<file path="src/rtl/dma_write_controller.sv">
// DMA write engine: reads device memory over AXI and forwards it as PCIe write TLPs.
// Optional macro DMA_WRITE_RRESP_CHECK_EN adds a sticky dma_write_error output.
module dma_write_controller #(
   parameter int unsigned p_max_payload = 512
) (
   input  logic         i_clk,
   input  logic         i_rst,
   input  logic [15:0]  pcie_dcommand,
   input  logic [31:0]  dma_write_host_address,
   input  logic [31:0]  dma_write_device_address,
   input  logic [31:0]  dma_write_length,
   input  logic         dma_write_start,
   output logic [31:0]  dma_write_addr,
   output logic [9:0]   dma_write_len,
   output logic         dma_write_valid,
   input  logic         dma_write_done,
   output logic [127:0] dma_write_data,
   output logic         dma_write_data_valid,
   input  logic         dma_write_data_ready,
   output logic         int_valid,
   input  logic         int_done,
   output logic         busy,
   output logic [31:0]  araddr,
   output logic [7:0]   arlen,
   output logic [2:0]   arsize,
   output logic [1:0]   arburst,
   output logic [3:0]   arcache,
   output logic [2:0]   arprot,
   output logic         arvalid,
   input  logic         arready,
   input  logic [127:0] rdata,
   input  logic [1:0]   rresp,
   input  logic         rlast,
   input  logic         rvalid,
   output logic         rready
`ifdef DMA_WRITE_RRESP_CHECK_EN
   ,output logic        dma_write_error
`endif
);

   localparam logic [2:0] StIdle = 3'd0;
   localparam logic [2:0] StCalc = 3'd1;
   localparam logic [2:0] StAr   = 3'd2;
   localparam logic [2:0] StHdr  = 3'd3;
   localparam logic [2:0] StData = 3'd4;
   localparam logic [2:0] StInt  = 3'd5;

   localparam logic [31:0] MaxPayload = 32'(p_max_payload);
   localparam logic [31:0] AlignMask  = 32'hFFFF_FFF0;

   logic [2:0]  state_q, state_d;
   logic [31:0] host_q, host_d;
   logic [31:0] dev_q, dev_d;
   logic [31:0] rem_q, rem_d;
   logic [12:0] chunk_q, chunk_d;

   logic [31:0] mps_raw, mps, host_room, dev_room, chunk_calc, chunk_ext, start_len;
   logic [8:0]  beats_m1;
   logic        in_data, beat_acc, last_acc;

   assign mps_raw   = 32'd128 << pcie_dcommand[7:5];
   assign mps       = (mps_raw > MaxPayload) ? MaxPayload : mps_raw;
   assign host_room = 32'd4096 - {20'd0, host_q[11:0]};
   assign dev_room  = 32'd4096 - {20'd0, dev_q[11:0]};
   assign chunk_ext = {19'd0, chunk_q};
   assign start_len = dma_write_length & AlignMask;
   assign beats_m1  = chunk_q[12:4] - 9'd1;

   // Smallest of remaining bytes, payload limit and both 4 KiB page limits.
   always_comb begin
      chunk_calc = rem_q;
      if (mps < chunk_calc)       chunk_calc = mps;
      if (host_room < chunk_calc) chunk_calc = host_room;
      if (dev_room < chunk_calc)  chunk_calc = dev_room;
   end

   assign in_data  = (state_q == StData);
   assign beat_acc = in_data && rvalid && dma_write_data_ready;
   assign last_acc = beat_acc && rlast;

   always_comb begin
      state_d = state_q;
      host_d  = host_q;
      dev_d   = dev_q;
      rem_d   = rem_q;
      chunk_d = chunk_q;
      case (state_q)
         StIdle: begin
            if (dma_write_start) begin
               host_d  = dma_write_host_address & AlignMask;
               dev_d   = dma_write_device_address & AlignMask;
               rem_d   = start_len;
               state_d = (start_len == 32'd0) ? StInt : StCalc;
            end
         end
         StCalc: begin
            chunk_d = chunk_calc[12:0];
            state_d = StAr;
         end
         StAr:   if (arready) state_d = StHdr;
         StHdr:  if (dma_write_done) state_d = StData;
         StData: begin
            if (last_acc) begin
               host_d  = host_q + chunk_ext;
               dev_d   = dev_q + chunk_ext;
               rem_d   = rem_q - chunk_ext;
               state_d = (rem_q == chunk_ext) ? StInt : StCalc;
            end
         end
         StInt:  if (int_done) state_d = StIdle;
         default: state_d = StIdle;
      endcase
   end

   always_ff @(posedge i_clk) begin
      if (i_rst) begin
         state_q <= StIdle;
         host_q  <= 32'd0;
         dev_q   <= 32'd0;
         rem_q   <= 32'd0;
         chunk_q <= 13'd0;
      end else begin
         state_q <= state_d;
         host_q  <= host_d;
         dev_q   <= dev_d;
         rem_q   <= rem_d;
         chunk_q <= chunk_d;
      end
   end

   always_comb begin
      busy                 = (state_q != StIdle);
      arvalid              = (state_q == StAr);
      araddr               = arvalid ? dev_q : 32'd0;
      arlen                = arvalid ? beats_m1[7:0] : 8'd0;
      arsize               = arvalid ? 3'b100 : 3'b000;
      arburst              = arvalid ? 2'b01 : 2'b00;
      arcache              = arvalid ? 4'b0011 : 4'b0000;
      arprot               = 3'b000;
      dma_write_valid      = (state_q == StHdr);
      dma_write_addr       = dma_write_valid ? host_q : 32'd0;
      dma_write_len        = dma_write_valid ? chunk_q[11:2] : 10'd0;
      // Straight pass-through: the TX side applies backpressure to the R channel directly.
      rready               = in_data && dma_write_data_ready;
      dma_write_data_valid = in_data && rvalid;
      dma_write_data       = in_data ? rdata : 128'd0;
      int_valid            = (state_q == StInt);
   end

`ifdef DMA_WRITE_RRESP_CHECK_EN
   logic error_q, error_d;

   always_comb begin
      error_d = error_q;
      if (state_q == StIdle && dma_write_start) error_d = 1'b0;
      if (beat_acc && rresp != 2'b00)           error_d = 1'b1;
   end

   always_ff @(posedge i_clk) begin
      if (i_rst) error_q <= 1'b0;
      else       error_q <= error_d;
   end

   assign dma_write_error = error_q;

   logic unused_cfg;
   assign unused_cfg = ^{pcie_dcommand[15:8], pcie_dcommand[4:0], beats_m1[8]};
`else
   logic unused_cfg;
   assign unused_cfg = ^{pcie_dcommand[15:8], pcie_dcommand[4:0], beats_m1[8], rresp};
`endif

endmodule

</file>
<file path="config.mk">
export PLATFORM = sky130hd
export DESIGN_NAME = dma_write_controller
export DESIGN_NICKNAME = d
export VERILOG_FILES = /design/src/rtl/dma_write_controller.sv
export SDC_FILE = /design/constraint.sdc
export NUM_CORES = 1
export LEC_CHECK = 0
export CAP_MARGIN = 20
export CORE_AREA = 2 2 185 187
export DETAILED_ROUTE_END_ITERATION = 8
export DIE_AREA = 0 0 187 189
export HOLD_SLACK_MARGIN = 0.03
export PLACE_DENSITY_LB_ADDON = 0.12
export SLEW_MARGIN = 20
export SYNTH_ARGS = -nofsm -noshare
export SYNTH_HDL_FRONTEND = slang
export SYNTH_SLANG_ARGS = --single-unit
export TNS_END_PERCENT = 20
</file>
<file path="constraint.sdc">
create_clock -name i_clk -period 17.55 [get_ports i_clk]
set_input_delay 3.51 -clock i_clk [delete_from_list [all_inputs] [get_ports i_clk]]
set_output_delay 3.51 -clock i_clk [all_outputs]
set_load 0.01 [all_outputs]
</file>
# After elaboration in Yosys (flattened, before gate mapping)
# Cells that the tools add are included.
[totals]
register_bits = 112
input_bits = 251
output_inout_bits = 228
[classes]
n_addsub = 6
n_lt_le_gt_ge = 4
n_eq_ne = 11
shifts = 1
mux = 29
n_reduce_logical = 10
[ops]
columns = ["operator", "count"]
rows = [
  ["32-bit two-way mux", 11],
  ["32-bit one-hot mux with 2 select lines", 3],
  ["128-bit two-way mux", 1],
  ["32-bit < comparator", 3],
  ["32-bit by 13-bit adder with 32-bit output", 2],
  ["32-bit by 13-bit == test with 1-bit output", 1],
  ["32-bit by 10-bit > comparator with 1-bit output (second input constant)", 1],
  ["32-bit logical NOT", 1],
  ["8-bit by 3-bit << shifter with 32-bit output (first input constant)", 1],
  ["32-bit by 13-bit subtractor with 32-bit output", 1],
  ["13-bit by 12-bit subtractor with 14-bit output (first input constant)", 2],
  ["3-bit two-way mux", 8],
  ["3-bit one-hot mux with 6 select lines", 1],
  ["13-bit two-way mux", 1],
  ["10-bit two-way mux", 1],
  ["8-bit two-way mux", 1],
  ["2-bit by 1-bit inequality test with 1-bit output (second input constant)", 4],
  ["8-bit by 1-bit subtractor with 8-bit output (second input constant)", 1],
  ["3-bit by 2-bit == test with 1-bit output (second input constant)", 2],
  ["3-bit == test (second input constant)", 2],
  ["5-bit AND reduction", 1],
  ["1-bit logical AND", 4],
  ["3-bit by 1-bit == test with 1-bit output (second input constant)", 1],
  ["3-bit logical NOT", 1],
  ["6 further kinds", 6],
]

# Logic depth before layout (Yosys ltp)
# Gate-level depths: netlist (run 1).
[depth]
ltp_word = 9
depth_mapped = 30
depth_no_buf = 27

# Worst setup path before layout (run 1)
# OpenSTA, ideal clock, no wires.
[synth_timing]
path_kind = "input-to-reg"
start = "input port pcie_dcommand[6]"
end = "register chunk_q[4]"
setup_time_ns = 0.132
arrival_ns = 8.716
slack_ns = 8.702
cell_stages = 26
path_buffers = 3
cell_sequence = "or2_2 -> nor2_1 -> ha_1 -> nor4b_1 -> a21oi_1 -> nor4_1 -> o21a_1 -> buf_2 -> nand2_1 -> ha_1 -> and3_1 -> a221oi_1 -> o22ai_1 -> o31ai_4 -> buf_6 -> a22o_1 -> inv_1 -> ha_1 -> a21o_1 -> a21o_1 -> a2111oi_0 -> nor3b_1 -> a21oi_2 -> buf_4 -> mux2i_1 -> o21ai_0"
[synth_between]
elab_chain_cells = 9
[synth_rtl]
columns = ["element", "line_no", "source"]
rows = [
  ["start: declaration", "8", "input logic [15:0] pcie_dcommand,"],
  ["8-bit by 3-bit << shifter with 32-bit output *", "61", "assign mps_raw = 32'd128 << pcie_dcommand[7:5];"],
  ["32-bit by 10-bit > comparator with 1-bit output", "62", "assign mps = (mps_raw > MaxPayload) ? MaxPayload : mps_raw;"],
  ["32-bit two-way mux *", "62", ""],
  ["32-bit < comparator", "72", "if (mps < chunk_calc) chunk_calc = mps;"],
  ["32-bit two-way mux *", "72", ""],
  ["32-bit < comparator", "73", "if (host_room < chunk_calc) chunk_calc = host_room;"],
  ["32-bit two-way mux *", "73", ""],
  ["32-bit < comparator", "74", "if (dev_room < chunk_calc) chunk_calc = dev_room;"],
  ["13-bit two-way mux *", "74", ""],
  ["end signal: assignment", "127", "chunk_q <= chunk_d;"],
  ["end: declaration", "55", "logic [12:0] chunk_q, chunk_d;"],
]
# Mark *: on every way between the ends. The rest lies on a longest branch, timed or not.
# A chain may end at the register's enable or synchronous reset.

# Final worst setup path (run 1)
[layout_timing]
start = "input port pcie_dcommand[6]"
end = "register chunk_q[1]"
# The elaborated chain is that of the path after synthesis.

==> impl_metrics.tcl, run 1 <==
set metrics [dict create \
    worstSetupPathType "input port to flop" \
    p_int_uw 1170 \
    wirelength_um 50100 \
    postLayoutCellArea_sq_mm 0.0158 \
    ctsHoldBuffers 0 \
    skew_ns 0.0175 \
    synth.distinct_cells 71 \
    clk_pin_slew_ns 0.09 \
    core_area_sq_mm 0.0333 \
    wire_per_inst_um 21.5 \
    worstMarginPinSlew_ns 0.964 \
    synth_area_leaders "dfxtp_1, and3_1, ha_1, a21oi_1, nand2_1" \
    timing.setup.tns_ns 0 \
    gr-total-overflow 0 \
    path_cells "clkdlybuf4s50_1 -> or2_2 -> nor2_1 -> ha_1 -> nor4b_1 -> a21oi_1 -> nor4_1 -> o21a_1 -> nand2_1 -> ha_1 -> and3_1 -> a221oi_1 -> o22ai_1 -> o31ai_4 -> a22oi_1 -> ha_1 -> a21o_1 -> a21o_1 -> a21o_1 -> a2111oi_0 -> nor3b_1 -> a21oi_2 -> and2_0 -> o31ai_1" \
    numCtsBuffers 9 \
    cp_data_arrival_time_ns 10.31 \
    rsz0062_at_grt "no" \
    hpwl_um 38100 \
    yosys.area.top_type "dfxtp_1" \
    drive_above_1_share 0.0298 \
    cp_slowest_cell "o31ai_4" \
    die_y_um 189 \
    grt_pass1_wl_um 74500 \
    report.final.slew_viol_count 0 \
    cts_buffer_depth 2 \
    track_usage 0.271 \
    cp-end-kind "flop" \
    gp_congestion 0.907 \
    cts_resized 0 \
    nets 2199 \
    p_clk_frac 0.089 \
    p_leak_uw 0.00675 \
    grt_max_degree 98 \
    drv_cap 0 \
    run_status "finished, final reports clean" \
    drt_iter0_markers 1073 \
    cts_root_buf "clkbuf_16" \
    viasPerCell 5.52 \
    critical_path_required_ns 17.83 \
    synth.avg_cell_area_sq_um 7.14 \
    io_pins 479 \
    critPathTopFamily "compound AO/OA/AOI/OAI gates" \
    max_stage_delay_ns 0.60 \
    grt_pass1_vias 11899 \
    drtAntennaViolNets 0 \
    remaining_drc_errors 0 \
    finalHoldViolCount 0 \
    synthesis.area_sq_mm 0.0108 \
    ir_drop_mv 0.132 \
    cts.sinks 112 \
    combPwrFrac 0.724 \
    async_reset_ff_frac 0 \
    die_area_sq_mm 0.0353 \
    syn_inst 1515 \
    vias 12853 \
    antenna_found_initial 6 \
    fin_crit_ns 10.03 \
    stdcell_count 2328 \
    start_kind "input port" \
    synth_top_area_frac 0.207 \
    die_w_um 187 \
    ys_ff_latch 112 \
    cp_max_fo 17 \
    initial_core_util 0.325 \
    setup_violations 0 \
    min_period_over_period 0.572 \
    htreeDepth 3 \
    synth_edf_count 0 \
    rows 67 \
    yosys_warnings 0 \
    area_growth_pct 46.1 \
    fmax_mhz 99.7 \
    ys_top_cells_by_count "and3_1, nand2_1, a21oi_1" \
    ys_seq_area_frac 0.207 \
    synthMostInstantiatedCell "and3_1" \
    swShare 0.521 \
    port_buffers 443 \
    netSwitchingPower_uw 1270 \
    clk_latency_ns 0.37 \
    crit_buf_inv 1 \
    power.density_mw_per_mm2 154 \
    dr.pass1.iters 7 \
    post-cts-setup-buffers 0 \
    cts_tree "yes" \
    hold_path_class "flop to flop" \
    pwr-share-seq 0.186 \
    postPlaceCellArea_sq_mm 0.0155 \
    synth_ff_type "dfxtp_1" \
    dp_cells 2310 \
    relSlewSlack 0.351 \
]
[final timing paths]
path,to,from,cells past startpoint,slack (ns)
worst min register to register,dev_q[12],dev_q[12],2,0.48
worst max register to register,chunk_q[1],rem_q[23],20,10.58
worst max-delay path,chunk_q[1],pcie_dcommand[6],24,7.52
worst min-delay path,dev_q[12],dev_q[12],2,0.48
[worst min-delay path, stage by stage, from the launching register on]
cell and delay, ns:
dfxtp_1 0.33, nand2_1 0.06, a21oi_1 0.05
[power groups by stage]
| stage | Clock [uW] | Sequential (uW) | Combinational (uW) |
|---|---|---|---|
| 5_1_grt | 229 | 466 | 1950 |
| 4_1_cts | 218 | 460 | 1730 |
| 3_5_place_dp | 0 | 467 | 1720 |
| 2_1_floorplan | 0 | 386 | 1250 |
| 6_report | 217 | 453 | 1760 |
| 3_3_place_gp | 0 | 464 | 1700 |
[sequential cells by signal (all words and copies together), names as in the netlist]
signal	flops
state_q	3
host_q	32
chunk_q	13
rem_q	32
dev_q	32
[per-layer routing]
| metal | share of wire | GRT usage | vias to the layer above |
|---|---|---|---|
| met3 | 0.075 | 0.0510 | 35 |
| met2 | 0.45 | 0.434 | 474 |
| li1 | - | - | 6259 |
| met5 | 0.00066 | 0 | - |
| met1 | 0.46 | 0.381 | 6079 |
| met4 | 0.013 | 0.0458 | 6 |
[final cells by class]
type,count,area [sq um]
inverters,52,195
well taps,448,561
repair buffers,457,4560
flip-flops and latches,112,2250
multi-input cells,1242,7950
clock buffers,10,239
fillers,3342,17500
clock inverters,6,51.3
diodes,1,2.50
[metrics by stage]
stage          power [uW]  worst slack (ns)   util  hold WS, ns
6_report             2430              7.52  0.475        0.481
5_1_grt              2650              6.90  0.475        0.510
4_1_cts              2410              7.57  0.474        0.486
3_5_place_dp         2190              7.21  0.465        0.474
3_3_place_gp         2160              7.32  0.465        0.460
2_1_floorplan        1640              8.70      -        0.445
[kinds of logic after synthesis]
logic type / synth area share
simple gates: 0.328
other cells: 0.000347
xor+xnor: 0.0421
mux: 0.0370
compound gates: 0.233
buf+inv: 0.0643
fa+ha+maj: 0.0877
flops: 0.207
[cell usage in the layout (no fill, tap or decap), types with 11 or more instances in the layout]
cell / n
clkdlybuf4s50_1: 442
and3_1: 195
nand2_1: 157
a21oi_1: 123
nor2_1: 114
dfxtp_1: 110
ha_1: 71
inv_1: 52
o21ai_0: 50
nand3_1: 41
mux2i_1: 40
and2_1: 39
nor3_1: 36
xnor2_1: 33
a31oi_1: 32
a21o_1: 23
nor4_1: 21
a221oi_1: 20
xor2_1: 19
nand4_1: 19
o21a_1: 15
a22oi_1: 15
buf_4: 14
a211oi_1: 11
(Power assumes the default switching activity.)
==> inputs of run 2 (changes only) <==
==> constraint.sdc (replaced) <==
create_clock -name i_clk -period 8.9 [get_ports i_clk]
set_input_delay 1.78 -clock i_clk [delete_from_list [all_inputs] [get_ports i_clk]]
set_output_delay 1.78 -clock i_clk [all_outputs]
set_load 0.01 [all_outputs]
==> impl_metrics.tcl, run 2 (synthesis gave the netlist of run 1 again) <==
set metrics [dict create \
    io_pins 479 \
    port_buffers 443 \
    report.final.slew_viol_count 0 \
    p_int_uw 2320 \
    ir_drop_mv 0.189 \
    core_area_sq_mm 0.0333 \
    gr-total-overflow 0 \
    hold_path_class "flop to flop" \
    layout_common_cells "clkdlybuf4s50_1, and3_1, nand2_1, a21oi_1, nor2_1" \
    combPwrFrac 0.719 \
    swShare 0.518 \
    fin_crit_ns 8.14 \
    die_y_um 189 \
    clk_pin_slew_ns 0.08 \
    start_kind "input port" \
    dp_cells 2310 \
    dr.pass1.iters 5 \
    drtAntennaViolNets 0 \
    skew_ns 0.0159 \
    wirelength_um 50500 \
    die_area_sq_mm 0.0353 \
    cts_tree "yes" \
    post-cts-setup-buffers 0 \
    cts_resized 0 \
    grt_max_degree 126 \
    top_layer_used "met5" \
    htreeDepth 3 \
    viasPerCell 5.56 \
    setup_violations 0 \
    reg_top3 "dev_q (32), host_q (32), rem_q (32)" \
    drt_iter0_markers 1119 \
    initial_core_util 0.325 \
    cp_max_fo 15 \
    critical_path_required_ns 9.18 \
    m1WireLength_um 22700 \
    rsz0062_at_grt "no" \
    drv_cap 0 \
    cp_data_arrival_time_ns 8.41 \
    netSwitchingPower_uw 2500 \
    clk_latency_ns 0.37 \
    grt_pass1_wl_um 75100 \
    area_growth_pct 46.1 \
    remaining_drc_errors 0 \
    die_w_um 187 \
    ctsHoldBuffers 0 \
    vias 12951 \
    wl_met2_um 22800 \
    cp-end-kind "flop" \
    min_period_over_period 0.914 \
    worstMarginPinSlew_ns 1.11 \
    relSlewSlack 0.262 \
    fmax_mhz 123 \
    grt_pass1_vias 12150 \
    cts_buffer_depth 2 \
    numCtsBuffers 9 \
    wire_per_inst_um 21.7 \
    finalHoldViolCount 0 \
    gp_congestion 0.861 \
    nets 2198 \
    final_common_cell "clkdlybuf4s50_1" \
    stdcell_count 2329 \
    p_leak_uw 0.00675 \
    track_usage 0.274 \
    antenna_found_initial 10 \
    pwr-share-seq 0.187 \
    worstSetupPathType "input port to flop" \
    hpwl_um 38300 \
    run_status "finished, final reports clean" \
    power.density_mw_per_mm2 305 \
    cts_root_buf "clkbuf_16" \
    cts.sinks 112 \
    met3_length_um 4220 \
    rows 67 \
    p_clk_frac 0.094 \
    drive_above_1_share 0.0288 \
    timing.setup.tns_ns 0 \
]
run 2: changes by cell type in the layout (fill, tap and decap cells not counted), sizes merged:
cell,before,now
buf,15,14
bufinv,0,1
clkinv,4,1
diode,1,3
inv,54,56
run 2: worst paths after layout:
check / slack [ns] / endpoint / cells past startpoint / startpoint
max: 0.76 / chunk_q[10] / 25 / pcie_dcommand[6]
min: 0.48 / dev_q[12] / 2 / dev_q[12]
max reg2reg: 2.09 / chunk_q[10] / 21 / rem_q[19]
min reg2reg: 0.48 / dev_q[12] / 2 / dev_q[12]
run 2: area by class of cell:
cell class	count	area, sq um
clock inverter	6	83.8
multi-input combinational	1242	7950
antenna	3	7.51
tap	448	561
fill	3370	17500
clock buffer	10	229
sequential	112	2250
inverter	52	195
timing repair buffer	456	4530
run 2: per-stage QoR:
step | power [uW] | util | area (sq um) | setup WS, ns | hold slack (ns)
2_1_floorplan | 3220 | - | 10900 | 1.78 | 0.445
6_report | 4820 | 0.475 | 15800 | 0.762 | 0.480
3_5_place_dp | 4330 | 0.465 | 15500 | 0.447 | 0.465
5_1_grt | 5260 | 0.475 | 15800 | 0.0600 | 0.507
3_3_place_gp | 4270 | 0.465 | 15500 | 0.652 | 0.462
4_1_cts | 4800 | 0.474 | 15800 | 0.822 | 0.481
run 2: worst max-delay path: stages:
cell	delay, ns
clkdlybuf4s50_1	0.42
or2_2	0.36
nor2_1	0.15
ha_1	0.15
nor4b_1	0.23
a21oi_1	0.11
nor4_1	0.41
o21a_1	0.44
nand2_1	0.14
ha_1	0.31
and3_1	0.20
a221oi_1	0.45
o22ai_1	0.24
nor2_1	0.21
nor3_4	0.09
a22oi_1	0.29
ha_1	0.30
a21o_1	0.16
a21o_1	0.16
a21o_1	0.18
a2111oi_0	0.59
nor3b_1	0.33
a21oi_2	0.28
and2_1	0.25
o31ai_1	0.17
run 2: routing by layer:
metal | vias up | track usage
met4 | 8 | 0.0498
met3 | 45 | 0.0476
met2 | 514 | 0.434
met1 | 6145 | 0.391
met5 | - | 0
li1 | 6239 | -
run 2: power groups by stage:
| stage | Sequential, uW | Combinational [uW] | Clock, uW |
|---|---|---|---|
| 2_1_floorplan | 760 | 2460 | 0 |
| 3_3_place_gp | 899 | 3370 | 0 |
| 3_5_place_dp | 906 | 3420 | 0 |
| 4_1_cts | 895 | 3440 | 464 |
| 5_1_grt | 927 | 3850 | 480 |
| 6_report | 899 | 3460 | 454 |
